**src/rtl/fbag_pkg.sv**
```systemverilog
// Shared types and width helpers for the frame-bank write sequencer.
package fbag_pkg;

  typedef enum logic [1:0] {
    IDLE  = 2'd0,
    WRITE = 2'd1,
    DONE  = 2'd2,
    READ  = 2'd3
  } fbag_state_e;

  // Index width for n items, never narrower than one bit.
  function automatic int clog2w(input int unsigned n);
    return (n <= 1) ? 1 : $clog2(n);
  endfunction

endpackage

```
**src/rtl/fbag_delay_pipe.sv**
```systemverilog
// Resettable shift pipe of DEPTH stages; DEPTH=0 is a straight wire.
module fbag_delay_pipe #(
  parameter int unsigned WIDTH = 8,
  parameter int unsigned DEPTH = 1
) (
  input  logic             clk,
  input  logic             rst,
  input  logic [WIDTH-1:0] din,
  output logic [WIDTH-1:0] dout
);

  generate
    if (DEPTH == 0) begin : g_bypass
      logic unused_clk_rst;
      assign unused_clk_rst = clk ^ rst;
      assign dout = din;
    end else begin : g_pipe
      for (genvar gi = 0; gi < DEPTH; gi++) begin : g_stage
        logic [WIDTH-1:0] prev;
        logic [WIDTH-1:0] q;
        if (gi == 0) begin : g_first
          assign prev = din;
        end else begin : g_rest
          assign prev = g_stage[gi-1].q;
        end
        always_ff @(posedge clk) begin
          if (rst) q <= '0;
          else     q <= prev;
        end
      end
      assign dout = g_stage[DEPTH-1].q;
    end
  endgenerate

endmodule

```
**src/rtl/frame_bank_addr_gen.sv**
```systemverilog
// Frame-buffer write sequencer spreading one frame across NUM_BANKS RAM banks.
// Define FBAG_READBACK_EN to add a linear readback scan (READ state, rb_* ports).
module frame_bank_addr_gen
  import fbag_pkg::*;
#(
  parameter int unsigned NUM_BANKS    = 16,
  parameter int unsigned BANK_DEPTH   = 65536,
  parameter int unsigned FRAME_PIXELS = 1036800,
  parameter int unsigned RD_LAT       = 1,
  localparam int ADDR_W = clog2w(BANK_DEPTH),
  localparam int BSEL_W = clog2w(NUM_BANKS),
  localparam int CNT_W  = clog2w(FRAME_PIXELS + 1)
) (
  input  logic                 clk,
  input  logic                 rst,
`ifdef FBAG_READBACK_EN
  input  logic                 rb_start,
  output logic                 rb_valid,
  output logic [BSEL_W-1:0]    rb_bank,
  output logic [ADDR_W-1:0]    rb_addr,
`endif
  input  logic                 pix_valid,
  input  logic                 pix_sof,
  output logic                 pix_ready,
  output logic [NUM_BANKS-1:0] wr_en,
  output logic [BSEL_W-1:0]    wr_bank,
  output logic [ADDR_W-1:0]    wr_addr,
  output logic [ADDR_W-1:0]    rd_addr,
  output logic [BSEL_W-1:0]    rd_bank,
  output logic                 frame_done,
  output logic                 sof_err,
  output logic                 busy
);

  localparam logic [ADDR_W-1:0] ADDR_LAST = ADDR_W'(BANK_DEPTH - 1);
  localparam logic [BSEL_W-1:0] BANK_LAST = BSEL_W'(NUM_BANKS - 1);
  localparam logic [CNT_W-1:0]  CNT_LAST  = CNT_W'(FRAME_PIXELS - 1);

  fbag_state_e          state_q, state_d;
  logic [BSEL_W-1:0]    bank_q, bank_d;
  logic [ADDR_W-1:0]    addr_q, addr_d;
  logic [CNT_W-1:0]     cnt_q, cnt_d;
  logic [NUM_BANKS-1:0] wr_en_q, wr_en_d;
  logic [BSEL_W-1:0]    wr_bank_q, wr_bank_d;
  logic [ADDR_W-1:0]    wr_addr_q, wr_addr_d;
  logic                 sof_err_q, sof_err_d;
  logic                 accept, restart, do_write;
  logic [BSEL_W-1:0]    beat_bank;
  logic [ADDR_W-1:0]    beat_addr;
  logic [CNT_W-1:0]     beat_cnt;
`ifdef FBAG_READBACK_EN
  logic [BSEL_W-1:0]    rb_bank_q, rb_bank_d;
  logic [ADDR_W-1:0]    rb_addr_q, rb_addr_d;
  logic [CNT_W-1:0]     rb_cnt_q, rb_cnt_d;
`endif

  // Position that follows (b, a); the bank wraps explicitly rather than by overflow.
  function automatic logic [BSEL_W+ADDR_W-1:0] advance(input logic [BSEL_W-1:0] b,
                                                       input logic [ADDR_W-1:0] a);
    logic [BSEL_W-1:0] nb;
    logic [ADDR_W-1:0] na;
    nb = b;
    na = a + ADDR_W'(1);
    if (a == ADDR_LAST) begin
      na = '0;
      nb = (b == BANK_LAST) ? '0 : b + BSEL_W'(1);
    end
    return {nb, na};
  endfunction

  always_comb begin
    state_d   = state_q;
    bank_d    = bank_q;
    addr_d    = addr_q;
    cnt_d     = cnt_q;
    wr_en_d   = '0;
    wr_bank_d = wr_bank_q;
    wr_addr_d = wr_addr_q;
    sof_err_d = 1'b0;
    do_write  = 1'b0;
`ifdef FBAG_READBACK_EN
    rb_bank_d = rb_bank_q;
    rb_addr_d = rb_addr_q;
    rb_cnt_d  = rb_cnt_q;
`endif
    pix_ready = ((state_q == IDLE) || (state_q == WRITE)) && !rst;
    accept    = pix_valid && pix_ready;
    // An SOF beat (or the first beat from IDLE) always lands on pixel 0.
    restart   = (state_q == IDLE) || pix_sof;
    beat_bank = restart ? '0 : bank_q;
    beat_addr = restart ? '0 : addr_q;
    beat_cnt  = restart ? '0 : cnt_q;

    unique case (state_q)
      IDLE: begin
        if (accept && pix_sof) begin
          do_write = 1'b1;
`ifdef FBAG_READBACK_EN
        end else if (rb_start) begin
          state_d   = READ;
          rb_bank_d = '0;
          rb_addr_d = '0;
          rb_cnt_d  = '0;
`endif
        end
      end
      WRITE: begin
        if (accept) begin
          do_write  = 1'b1;
          sof_err_d = pix_sof;
        end
      end
      DONE: begin
`ifdef FBAG_READBACK_EN
        state_d   = READ;
        rb_bank_d = '0;
        rb_addr_d = '0;
        rb_cnt_d  = '0;
`else
        state_d = IDLE;
`endif
      end
      READ: begin
`ifdef FBAG_READBACK_EN
        {rb_bank_d, rb_addr_d} = advance(rb_bank_q, rb_addr_q);
        rb_cnt_d = rb_cnt_q + CNT_W'(1);
        if (rb_cnt_q == CNT_LAST) state_d = IDLE;
`else
        state_d = IDLE;
`endif
      end
      default: state_d = IDLE;
    endcase

    if (do_write) begin
      wr_en_d   = NUM_BANKS'(1) << beat_bank;
      wr_bank_d = beat_bank;
      wr_addr_d = beat_addr;
      {bank_d, addr_d} = advance(beat_bank, beat_addr);
      cnt_d   = beat_cnt + CNT_W'(1);
      state_d = (beat_cnt == CNT_LAST) ? DONE : WRITE;
    end
  end

  always_ff @(posedge clk) begin
    if (rst) begin
      state_q   <= IDLE;
      bank_q    <= '0;
      addr_q    <= '0;
      cnt_q     <= '0;
      wr_en_q   <= '0;
      wr_bank_q <= '0;
      wr_addr_q <= '0;
      sof_err_q <= 1'b0;
    end else begin
      state_q   <= state_d;
      bank_q    <= bank_d;
      addr_q    <= addr_d;
      cnt_q     <= cnt_d;
      wr_en_q   <= wr_en_d;
      wr_bank_q <= wr_bank_d;
      wr_addr_q <= wr_addr_d;
      sof_err_q <= sof_err_d;
    end
  end

`ifdef FBAG_READBACK_EN
  always_ff @(posedge clk) begin
    if (rst) begin
      rb_bank_q <= '0;
      rb_addr_q <= '0;
      rb_cnt_q  <= '0;
    end else begin
      rb_bank_q <= rb_bank_d;
      rb_addr_q <= rb_addr_d;
      rb_cnt_q  <= rb_cnt_d;
    end
  end

  assign rb_valid = (state_q == READ);
  assign rb_bank  = rb_bank_q;
  assign rb_addr  = rb_addr_q;
`endif

  fbag_delay_pipe #(
    .WIDTH (BSEL_W + ADDR_W),
    .DEPTH (RD_LAT)
  ) u_rd_pipe (
    .clk  (clk),
    .rst  (rst),
    .din  ({wr_bank_q, wr_addr_q}),
    .dout ({rd_bank, rd_addr})
  );

  assign wr_en      = wr_en_q;
  assign wr_bank    = wr_bank_q;
  assign wr_addr    = wr_addr_q;
  assign sof_err    = sof_err_q;
  assign frame_done = (state_q == DONE);
  assign busy       = (state_q != IDLE);

endmodule
```
**config.mk**
```make
export PLATFORM = sky130hd
export DESIGN_NAME = frame_bank_addr_gen
export DESIGN_NICKNAME = d
export VERILOG_FILES = /design/src/rtl/fbag_pkg.sv /design/src/rtl/fbag_delay_pipe.sv /design/src/rtl/frame_bank_addr_gen.sv
export SDC_FILE = /design/constraint.sdc
export NUM_CORES = 1
export LEC_CHECK = 0
export BUFFER_PORTS_ARGS = -buffer_cell sky130_fd_sc_hd__buf_2
export CORE_MARGIN = 10
export CORE_UTILIZATION = 49
export CTS_CLUSTER_SIZE = 14
export DETAILED_ROUTE_END_ITERATION = 8
export GPL_TIMING_DRIVEN = 0
export HOLD_SLACK_MARGIN = 0.02
export PLACE_DENSITY = 0.7
export SLEW_MARGIN = 30
export SYNTH_ARGS = -nofsm -noshare
export SYNTH_HDL_FRONTEND = slang
export SYNTH_SLANG_ARGS = --single-unit
```
**constraint.sdc**
```tcl
create_clock -name clk -period 4.1 [get_ports clk]
set_clock_uncertainty 0.05 [all_clocks]
set_input_delay 0.615 -clock clk [delete_from_list [all_inputs] [get_ports clk]]
set_output_delay 0.615 -clock clk [all_outputs]
set_load 0.03 [all_outputs]
```
==> results of run 1 <==
[layout make-up]
class                           instances  area share (%)
Buffer                                 30           2.977
Clock buffer                           10           2.898
Clock inverter                          6           1.027
Inverter                                8          0.6322
Multi-Input combinational cell        329           41.44
Sequential cell                        99           41.73
Tap cell                              105           2.766
Timing Repair Buffer                   62           6.533
[power by group through the flow]
| stage | sequential (µW) | combinational, µW | clock (µW) |
|---|---|---|---|
| 2_1_floorplan | 989 | 41.0 | 0 |
| 6_report | 966 | 64.7 | 604 |
| 5_1_grt | 967 | 70.1 | 646 |
| 3_3_place_gp | 988 | 64.4 | 0 |
| 3_5_place_dp | 988 | 64.4 | 0 |
| 4_1_cts | 966 | 64.6 | 616 |
[per-stage QoR]
step | hold slack, ns | util [%] | total power [µW]
after global routing | 0.4459 | 57.80 | 1683
final | 0.4223 | 57.80 | 1635
after detailed placement | 0.4069 | 55.54 | 1053
after CTS | 0.4203 | 57.80 | 1647
after global placement | 0.3966 | 55.54 | 1052
after floorplan | 0.3857 | - | 1030
[worst max-delay path: cells and delay by family (launching register included)]
| kind | cells | cell delay, ns |
|---|---|---|
| flip-flops | 1 | 0.47 |
| AO/OA/AOI/OAI | 3 | 0.58 |
| buffers and inverters | 3 | 0.89 |
| AND/OR/NAND/NOR | 3 | 1.06 |
| adder cells (fa/ha/maj) | 1 | 0.19 |
[kinds of logic (layout without fill, tap and decap cells)]
kind of cell             Yosys count  in the layout  synth area share (%)
AND/OR/NAND/NOR                  228            228                 29.72
adder cells (fa/ha/maj)            8              8                 2.429
AO/OA/AOI/OAI                     78             78                 12.08
flip-flops                        99             99                 48.09
buffers and inverters             38            116                 4.159
XOR/XNOR                           9              9                 1.913
multiplexers                       6              6                 1.609
[registers in the layout (all words and copies together) (netlist names)]
name and flops:
addr_q 16, bank_q 4, cnt_q 20, sof_err 1, state_q 2, u_rd_pipe.dout 20, wr_addr 16, wr_bank 4
wr_en 16
[Yosys cell counts, drive strengths merged, types with 3 or more instances]
cell type / count / area share (%)
dfxtp: 99 / 48
nand2: 75 / 6.8
nor2: 28 / 2.7
a21oi: 25 / 3.1
nor2b: 22 / 3.3
o21ai: 21 / 2.6
nand3: 20 / 2.9
nand4: 18 / 2.9
clkbuf: 17 / 1.6
and3: 14 / 2.1
nor3: 14 / 2.2
buf: 13 / 1.9
and2: 10 / 1.5
ha: 8 / 2.4
inv: 8 / 0.73
xor2: 8 / 1.7
nor4: 7 / 1.2
or3: 7 / 1.1
a31oi: 6 / 0.91
a31o: 5 / 1.1
mux2: 5 / 1.4
o211ai: 3 / 0.55
[path summary, 6_finish.rpt]
path	from	end	depth (start not counted)
worst max-delay path	state_q[0]	cnt_q[14]	10
worst min-delay path	addr_q[1]	addr_q[1]	2
worst max register to register	state_q[0]	cnt_q[14]	10
worst min register to register	addr_q[1]	addr_q[1]	2
[layer usage]
metal | part of all wire [%] | track usage, %
met1 | 43 | 18.70
met2 | 49 | 27.20
met3 | 6.5 | 3.865
met4 | 2.1 | 7.369
met5 | 0 | 0
[cells in the final DEF (no fill, tap or decap), types with 3 or more instances in the layout]
| master | instances |
|---|---|
| nand3_1 | 18 |
| o21ai_0 | 20 |
| a21oi_1 | 24 |
| clkbuf_8 | 10 |
| nand2_1 | 75 |
| nand4_1 | 17 |
| o211ai_1 | 3 |
| a31oi_1 | 6 |
| or3_1 | 7 |
| a31o_2 | 5 |
| nor2_1 | 27 |
| nor4_1 | 6 |
| inv_1 | 8 |
| mux2_2 | 5 |
| dfxtp_1 | 99 |
| ha_1 | 8 |
| xor2_1 | 8 |
| clkbuf_1 | 16 |
| buf_2 | 72 |
| nor2b_1 | 22 |
| nor3_1 | 11 |
| and2_1 | 10 |
| and3_1 | 14 |
==> results.md, run 1 <==
- RSZ-0062 raised after global routing: no
- Finished Layout Cells: ~650
- Vias: approximately 3,600
- HPWL Detailed: roughly 7300 µm
- Pin count of the biggest net entering global routing: 18
- Reg-to-reg slack, setup: 0.74 ns
- Register area: approximately 2000 µm²
- Status: finished, final reports clean
- Clk_lat worst skew: about 0.37 ns
- Main flop type after synthesis: dfxtp_1
- Core Region: roughly 8200 µm²
- Worst setup path category: reg -> reg
- Root Buffer: clkbuf_8
- Switching power: roughly 410 µW
- Area occupied by multi-input gates: 1968 µm²
- Final Wtd Congestion: 0.9280
- Worst relative slew slack: between 50% and 60%
- First-pass DRT Iterations: 5
- Peak fanout along the critical path: 10
- Switching share of power: approximately a quarter
- Final Cycle Share: between 80 and 90%
- Ys Warns: 0
- # clock sinks: 99
- Clk pwr share: 36.9%
- Seq/Total Area, Yosys: between 40% and 50%
- Pint: approximately 1200 µW
- Vias in the first global route: ~3,500
- Synthesized area per cell: ~9 µm²
- Hold crit path type: reg -> reg
- CP startpoint kind: register
- VDD IR max: approximately 0.14 mV
- Combinational power share: approximately 4.0%
- Unique masters post-synth: 62
- CP max stage cell: nor3_1
- PD cells: between 300 and 400 nW/µm²
- Layout Area Growth over Synthesis: 15.24%
- Clock Path Buffers: 2
- Static leakage: between 0.0015 and 0.002 µW
- Port Buf Inserts: 62
- Post-CTS Setup Bufs: 0
- Setup TNS Final: 0 ns
- Post-CTS sizing: 0
- Top Ports: 64
- Final nets: ~550
- Cell area after synthesis: 4121 µm²
- Die Wd: ~110 µm
- CP Capture Type: register
- DR iter-0 viols: ~200
- Total grt overflow: 0
- Via density: around 5.6
- Final instance area: ~4700 µm²
- Die area: ~12,000 µm²
- H-tree Lvls: 3
- Worst EP required: approximately 4.3 ns
- Tmin final: 3.359 ns
- CTS tree: yes
- Drt wl/cell: 15.82 µm
- Max-cap violations: 0
- Die Ht: 111.7 µm
- ANT nets after route: 0
- Filler cell count: approximately 770
- Final hold violations: 0
- Dpl cells: around 630
- Clock transition at path regs: about 0.10 ns
- Share of layout cells above drive strength 1: between 20% and 30%
- Initial Util: roughly 50%
- Worst setup margin: about 0.74 ns
- Endpoints failing setup: 0
- Arr. time, crit path: 3.58 ns
- Hold-fix buffers at CTS: 0
- Cell Area, Placed: approximately 4600 µm²
- Slew Viols, Final: 0
- Placement Rows: 33
- Sequential power share: 59.1%
- Gate Count Post-Synth: between 400 and 500
- Pre-CTS setup slack: between 0.4 and 0.5 ns
- First-pass GRT wire length: 16,970 µm
- Count of flip-flops with a built-in enable after synthesis: 0
- Residual DRC: 0
- Drt total wl: 10,270 µm
- F_max: between 0.2 and 0.3 GHz
- CP max stage delay: between 0.6 and 0.7 ns
- Asr flop ratio synth: 0%
- Post-synthesis register bit count: 99
- Antenna cell count: 0
- Initial antenna violation count: 0
- Crit-path cells: o21ba_2, buf_4, buf_2, clkbuf_1, and2_1, ha_1, nand2_1, nor3_1, a21oi_1, o21a_1
- GRT Total Usage: between 10% and 20%
- Syn Nets: around 480
- Worst-Margin Slew: between 0.7 and 0.8 ns
- CTS Buf Count: 9
No activity file was read; power rests on OpenSTA's default activity.
==> run 2, diff against run 1 <==
==> constraint.sdc (replaced) <==
create_clock -name clk -period 3.2 [get_ports clk]
set_clock_uncertainty 0.05 [all_clocks]
set_input_delay 0.48 -clock clk [delete_from_list [all_inputs] [get_ports clk]]
set_output_delay 0.48 -clock clk [all_outputs]
set_load 0.03 [all_outputs]
==> results.md, run 2 (synthesis gave the netlist of run 1 again) <==
- Status: finished, final reports clean
- Most frequent cells in the layout: dfxtp_1, nand2_1, buf_2, nor2_1, a21oi_1
- Antenna cell count: 0
- Initial Util: about half
- DR iter-0 viols: slightly above 200
- Clk_lat worst skew: around 0.37 ns
- Residual DRC: 0
- Port Buf Inserts: 62
- Placement Rows: 33
- CTS Buf Count: 9
- Core Region: around 8200 µm²
- Worst setup path category: reg -> reg
- Root Buffer: clkbuf_8
- Peak fanout along the critical path: 10
- CP Capture Type: register
- Initial antenna violation count: 0
- Final core occ: approximately 58%
- VDD IR max: approximately 0.18 mV
- Arr. time, crit path: between 3 and 4 ns
- Share of layout cells above drive strength 1: around 22%
- Via density: 5.518
- Die Wd: around 110 µm
- Clock Path Buffers: 2
- Hold crit path type: in -> reg
- Final Cycle Share: between 90% and 100%
- Endpoints failing setup: 0
- Static leakage: between 0.0015 and 0.002 µW
- Clock transition at path regs: ~0.10 ns
- Worst EP required: 3.38 ns
- HPWL Detailed: 7322 µm
- Final Wtd Congestion: 0.9280
- F_max: approximately 0.34 GHz
- Vias: ~3,600
- Worst hold slack: between 0.4 and 0.5 ns
- Max-cap violations: 0
- Worst-Margin Slew: between 0.6 and 0.7 ns
- Drt wl/cell: about 16 µm
- Die area: around 12,000 µm²
- First-pass DRT Iterations: 4
- Area occupied by multi-input gates: 1979 µm²
- ANT nets after route: 0
- Pin count of the biggest net entering global routing: 18
- Slew Viols, Final: 0
- Total grt overflow: 0
- Vias in the first global route: 3,506
- Register area: 1982 µm²
- Final nets: approximately 550
- First-pass GRT wire length: between 15,000 and 20,000 µm
- Reg-to-reg slack, setup: between 0.2 and 0.3 ns
- Filler cell count: 767
- Worst relative slew slack: between 50 and 60%
- Die Ht: around 110 µm
- Tmin final: a little under 3 ns
- # clock sinks: 99
- Final hold violations: 0
- RSZ-0062 raised after global routing: no
- PD cells: about 440 nW/µm²
- Layout Area Growth over Synthesis: 15.91%
- Commonest non-fill, non-tap cell in the layout: dfxtp_1
- H-tree Lvls: 3
- Top Ports: 64
- CP startpoint kind: register
- Hold-fix buffers at CTS: 0
- GRT Total Usage: 16.05%
- CTS tree: yes
- Drt total wl: slightly above 10,000 µm
- Overall power: approximately 2100 µW
## run 2: cell count changes in the layout (fill, tap and decap cells not counted), sizes merged
cell,change
buf,+2
## run 2: path summary, 6_finish.rpt
path	from	endpoint	depth (start not counted)
max	state_q[0]	bank_q[1]	12
min	pix_valid	state_q[0]	3
max reg2reg	state_q[0]	bank_q[1]	12
min reg2reg	addr_q[1]	addr_q[1]	2
## run 2: final cells by class
type | count | share of cell area, %
sequential | 99 | 41.49
multi-input combinational | 329 | 41.44
timing repair buffer | 64 | 6.810
buffer | 30 | 2.986
clock buffer | 10 | 2.881
tap | 105 | 2.750
clock inverter | 6 | 1.021
inverter | 8 | 0.6286
## run 2: power breakdown
part | internal (µW) | total (µW) | switching, µW
sequential | 1230 | 1240 | 3.19
clock | 312 | 770 | 457
combinational | 18.8 | 82.9 | 64.1
## run 2: layer usage
metal | GRT usage, % | vias up | share of wire [%]
li1 | - | 1780 | -
met3 | 3.865 | 15 | 6.4
met5 | 0 | - | 0
met1 | 18.64 | 1692 | 43
met4 | 7.369 | 0 | 1.4
met2 | 27.23 | 105 | 49
## run 2: critical path, stage by stage (launching register included)
cell	delay, ns
dfxtp_1	0.47
o21ba_2	0.24
buf_4	0.20
buf_2	0.25
nand2_1	0.10
inv_1	0.08
ha_1	0.22
nand3_1	0.19
nor2_1	0.36
nand4_1	0.18
buf_4	0.20
o211ai_1	0.16
a21oi_1	0.09
## run 2: through the flow
| step | worst slack, ns | cells | cell area, µm² | setup TNS (ns) |
|---|---|---|---|---|
| after floorplan | 0.5121 | 466 | 4121 | 0 |
| after global placement | -0.2557 | 633 | 4563 | -2.388 |
| after detailed placement | -0.3012 | 633 | 4563 | -2.868 |
| after CTS | 0.1126 | 651 | 4770 | 0 |
| after global routing | 0.01036 | 651 | 4777 | 0 |
| final | 0.2686 | 651 | 4777 | 0 |
## run 2: timing repair
action,4_1_cts,5_1_grt
pin swaps,1,0
endpoints found under the setup margin,6,10
gates cloned,0,0
buffers inserted,2,0
gates resized for setup,1,3
==> run 3, diff against run 2 <==
--- a/config.mk
+++ b/config.mk
@@ -7,12 +7,12 @@
 export LEC_CHECK = 0
 export BUFFER_PORTS_ARGS = -buffer_cell sky130_fd_sc_hd__buf_2
 export CORE_MARGIN = 10
-export CORE_UTILIZATION = 49
+export CORE_UTILIZATION = 45
 export CTS_CLUSTER_SIZE = 14
 export DETAILED_ROUTE_END_ITERATION = 8
 export GPL_TIMING_DRIVEN = 0
 export HOLD_SLACK_MARGIN = 0.02
-export PLACE_DENSITY = 0.7
+export PLACE_DENSITY = 0.66
 export SLEW_MARGIN = 30
 export SYNTH_ARGS = -nofsm -noshare
 export SYNTH_HDL_FRONTEND = slang
==> results.md, run 3 (synthesis gave the netlist of run 1 again) <==
- Status: finished, final reports clean
- Worst EP required: 3.44 ns
- Worst hold slack: roughly 0.41 ns
- Initial antenna violation count: 0
- Arr. time, crit path: 3.21 ns
- Pint: 1544 µW
- CTS Buf Count: 9
- Setup TNS Final: 0 ns
- Share of layout cells above drive strength 1: between 20 and 25%
- HPWL Detailed: ~7400 µm
- Worst setup path category: reg -> reg
- Commonest non-fill, non-tap cell in the layout: dfxtp_1
- CTS tree: yes
- Peak fanout along the critical path: 10
- Port Buf Inserts: slightly above 60
- Top Ports: 64
- Endpoints failing setup: 0
- CP max stage cell: or3_1
- Startpoint of the worst hold path: pix_valid
- Via density: between 5 and 6
- Vias in the first global route: approximately 3,400
- Cells on worst reg2reg path: 11
- Worst-Margin Slew: between 0.7 and 0.8 ns
- Max-cap violations: 0
- Clock Path Buffers: 2
- ANT nets after route: 0
- Clock transition at path regs: 0.10 ns
- VDD IR max: roughly 0.18 mV
- Pre-CTS setup slack: -0.3376 ns
- Worst reg2reg startpoint: state_q[0]
- Clk pwr share: between 30% and 40%
- DR iter-0 viols: between 150 and 200
- Root Buffer: clkbuf_8
- Antenna cell count: 0
- Overall power: roughly 2100 µW
- Filler cell count: around 850
- Clk_lat worst skew: 0.37 ns
- Final Cycle Share: between 90 and 100%
- H-tree Lvls: 3
- First-pass DRT Iterations: 4
- Die area: between 10,000 and 15,000 µm²
- CP Capture Type: register
- Final nets: 553
- Reg2reg end: bank_q[3]
- CP startpoint kind: register
- PD cells: approximately 430 nW/µm²
- Final Wtd Congestion: 0.9001
- Initial Util: 46.80%
- GRT Total Usage: between 10% and 20%
- RSZ-0062 raised after global routing: no
- Placement Rows: 34
- Reg-to-reg slack, setup: approximately 0.23 ns
- Hold path depth: 3
- Pin count of the biggest net entering global routing: 18
- Static leakage: between 0.0015 and 0.002 µW
- Combinational power share: 4.0%
- Hold crit path type: in -> reg
- Slew Viols, Final: 0
- Most frequent cells in the layout: dfxtp_1, nand2_1, buf_2, nor2_1, a21oi_1
- Switching power: slightly above 500 µW
- Tmin final: roughly 3.0 ns
- CP max stage delay: 0.48 ns
- Worst setup margin: between 0.2 and 0.25 ns
- Vias: between 3,000 and 4,000
- Core Region: between 8000 and 9000 µm²
- Final instance area: around 4800 µm²
- F_max: ~0.34 GHz
- # clock sinks: 99
- Endpoint, Worst Hold: state_q[0]
- Residual DRC: 0
- Cell Area, Placed: between 4000 and 5000 µm²
- Crit-path cells: o21ba_2, buf_4, buf_2, nand2_1, inv_1, ha_1, nand3_1, or3_1, nor3_4, o2111ai_1, a21oi_1
- Worst relative slew slack: between 50 and 60%
- Layout Area Growth over Synthesis: 15.82%
- Die Ht: about 120 µm
- Switching share of power: 25.16%
- Hold-fix buffers at CTS: 0
- Total grt overflow: 0
- Sequential power share: between 60% and 70%
- Drt total wl: just over 10,000 µm
- First-pass GRT wire length: around 17,000 µm
- Drt wl/cell: 15.66 µm
- Final hold violations: 0
- Die Wd: 115.7 µm
-- run 3: worst max-delay path, delay by kind of cell (launching register included) --
family | cells | cell delay [ns]
simple gates | 4 | 1.05
flops | 1 | 0.47
fa+ha+maj | 1 | 0.22
buf+inv | 3 | 0.54
compound gates | 3 | 0.55
-- run 3: final cells by class --
class | count | area (µm²) | area share (%)
plain buffers | 30 | 142.6 | 2.988
well taps | 108 | 135.1 | 2.831
inverters | 8 | 30.03 | 0.6291
flip-flops and latches | 99 | 1982 | 41.52
repair buffers | 64 | 325.3 | 6.815
multi-input cells | 329 | 1982 | 41.52
clock inverters | 6 | 48.80 | 1.022
clock buffers | 10 | 127.6 | 2.674
-- run 3: worst max-delay path by stage --
stage	from	end	slack (ns)	cells after the start
final	state_q[0]	bank_q[3]	0.23	11
after global routing	state_q[0]	bank_q[3]	0.02	11
after CTS	state_q[0]	cnt_q[14]	0.08	10
after detailed placement	pix_sof	cnt_q[14]	-0.34	11
after global placement	pix_sof	cnt_q[10]	-0.35	11
after floorplan	pix_sof	cnt_q[14]	0.51	10
-- run 3: power by group through the flow --
stage	registers (µW)	logic, µW	clock network [µW]
6_report	1240	83.5	743
5_1_grt	1240	91.5	812
4_1_cts	1240	83.4	761
3_5_place_dp	1270	83.0	0
3_3_place_gp	1270	83.5	0
2_1_floorplan	1270	52.5	0
-- run 3: what timing repair did --
item                                    CTS  global route
setup buffers                             2             0
pin swaps                                 1             0
resized for setup                         1             4
endpoints found under the setup margin    7             8
endpoints found under the hold margin     0             0
-- run 3: layer usage --
metal | global-route usage (%) | wire length, µm | vias up
met3 | 4.496 | 689 | 13
met4 | 5.671 | 127 | 0
met5 | 0 | 0 | -
li1 | - | - | 1783
met2 | 25.74 | 4938 | 85
met1 | 18.61 | 4486 | 1662
-- run 3: through the flow --
step	util (%)	cells
global route	54.21	654
CTS	54.09	654
floorplan	-	466
global placement	51.86	636
finish	54.21	654
detailed placement	51.86	636
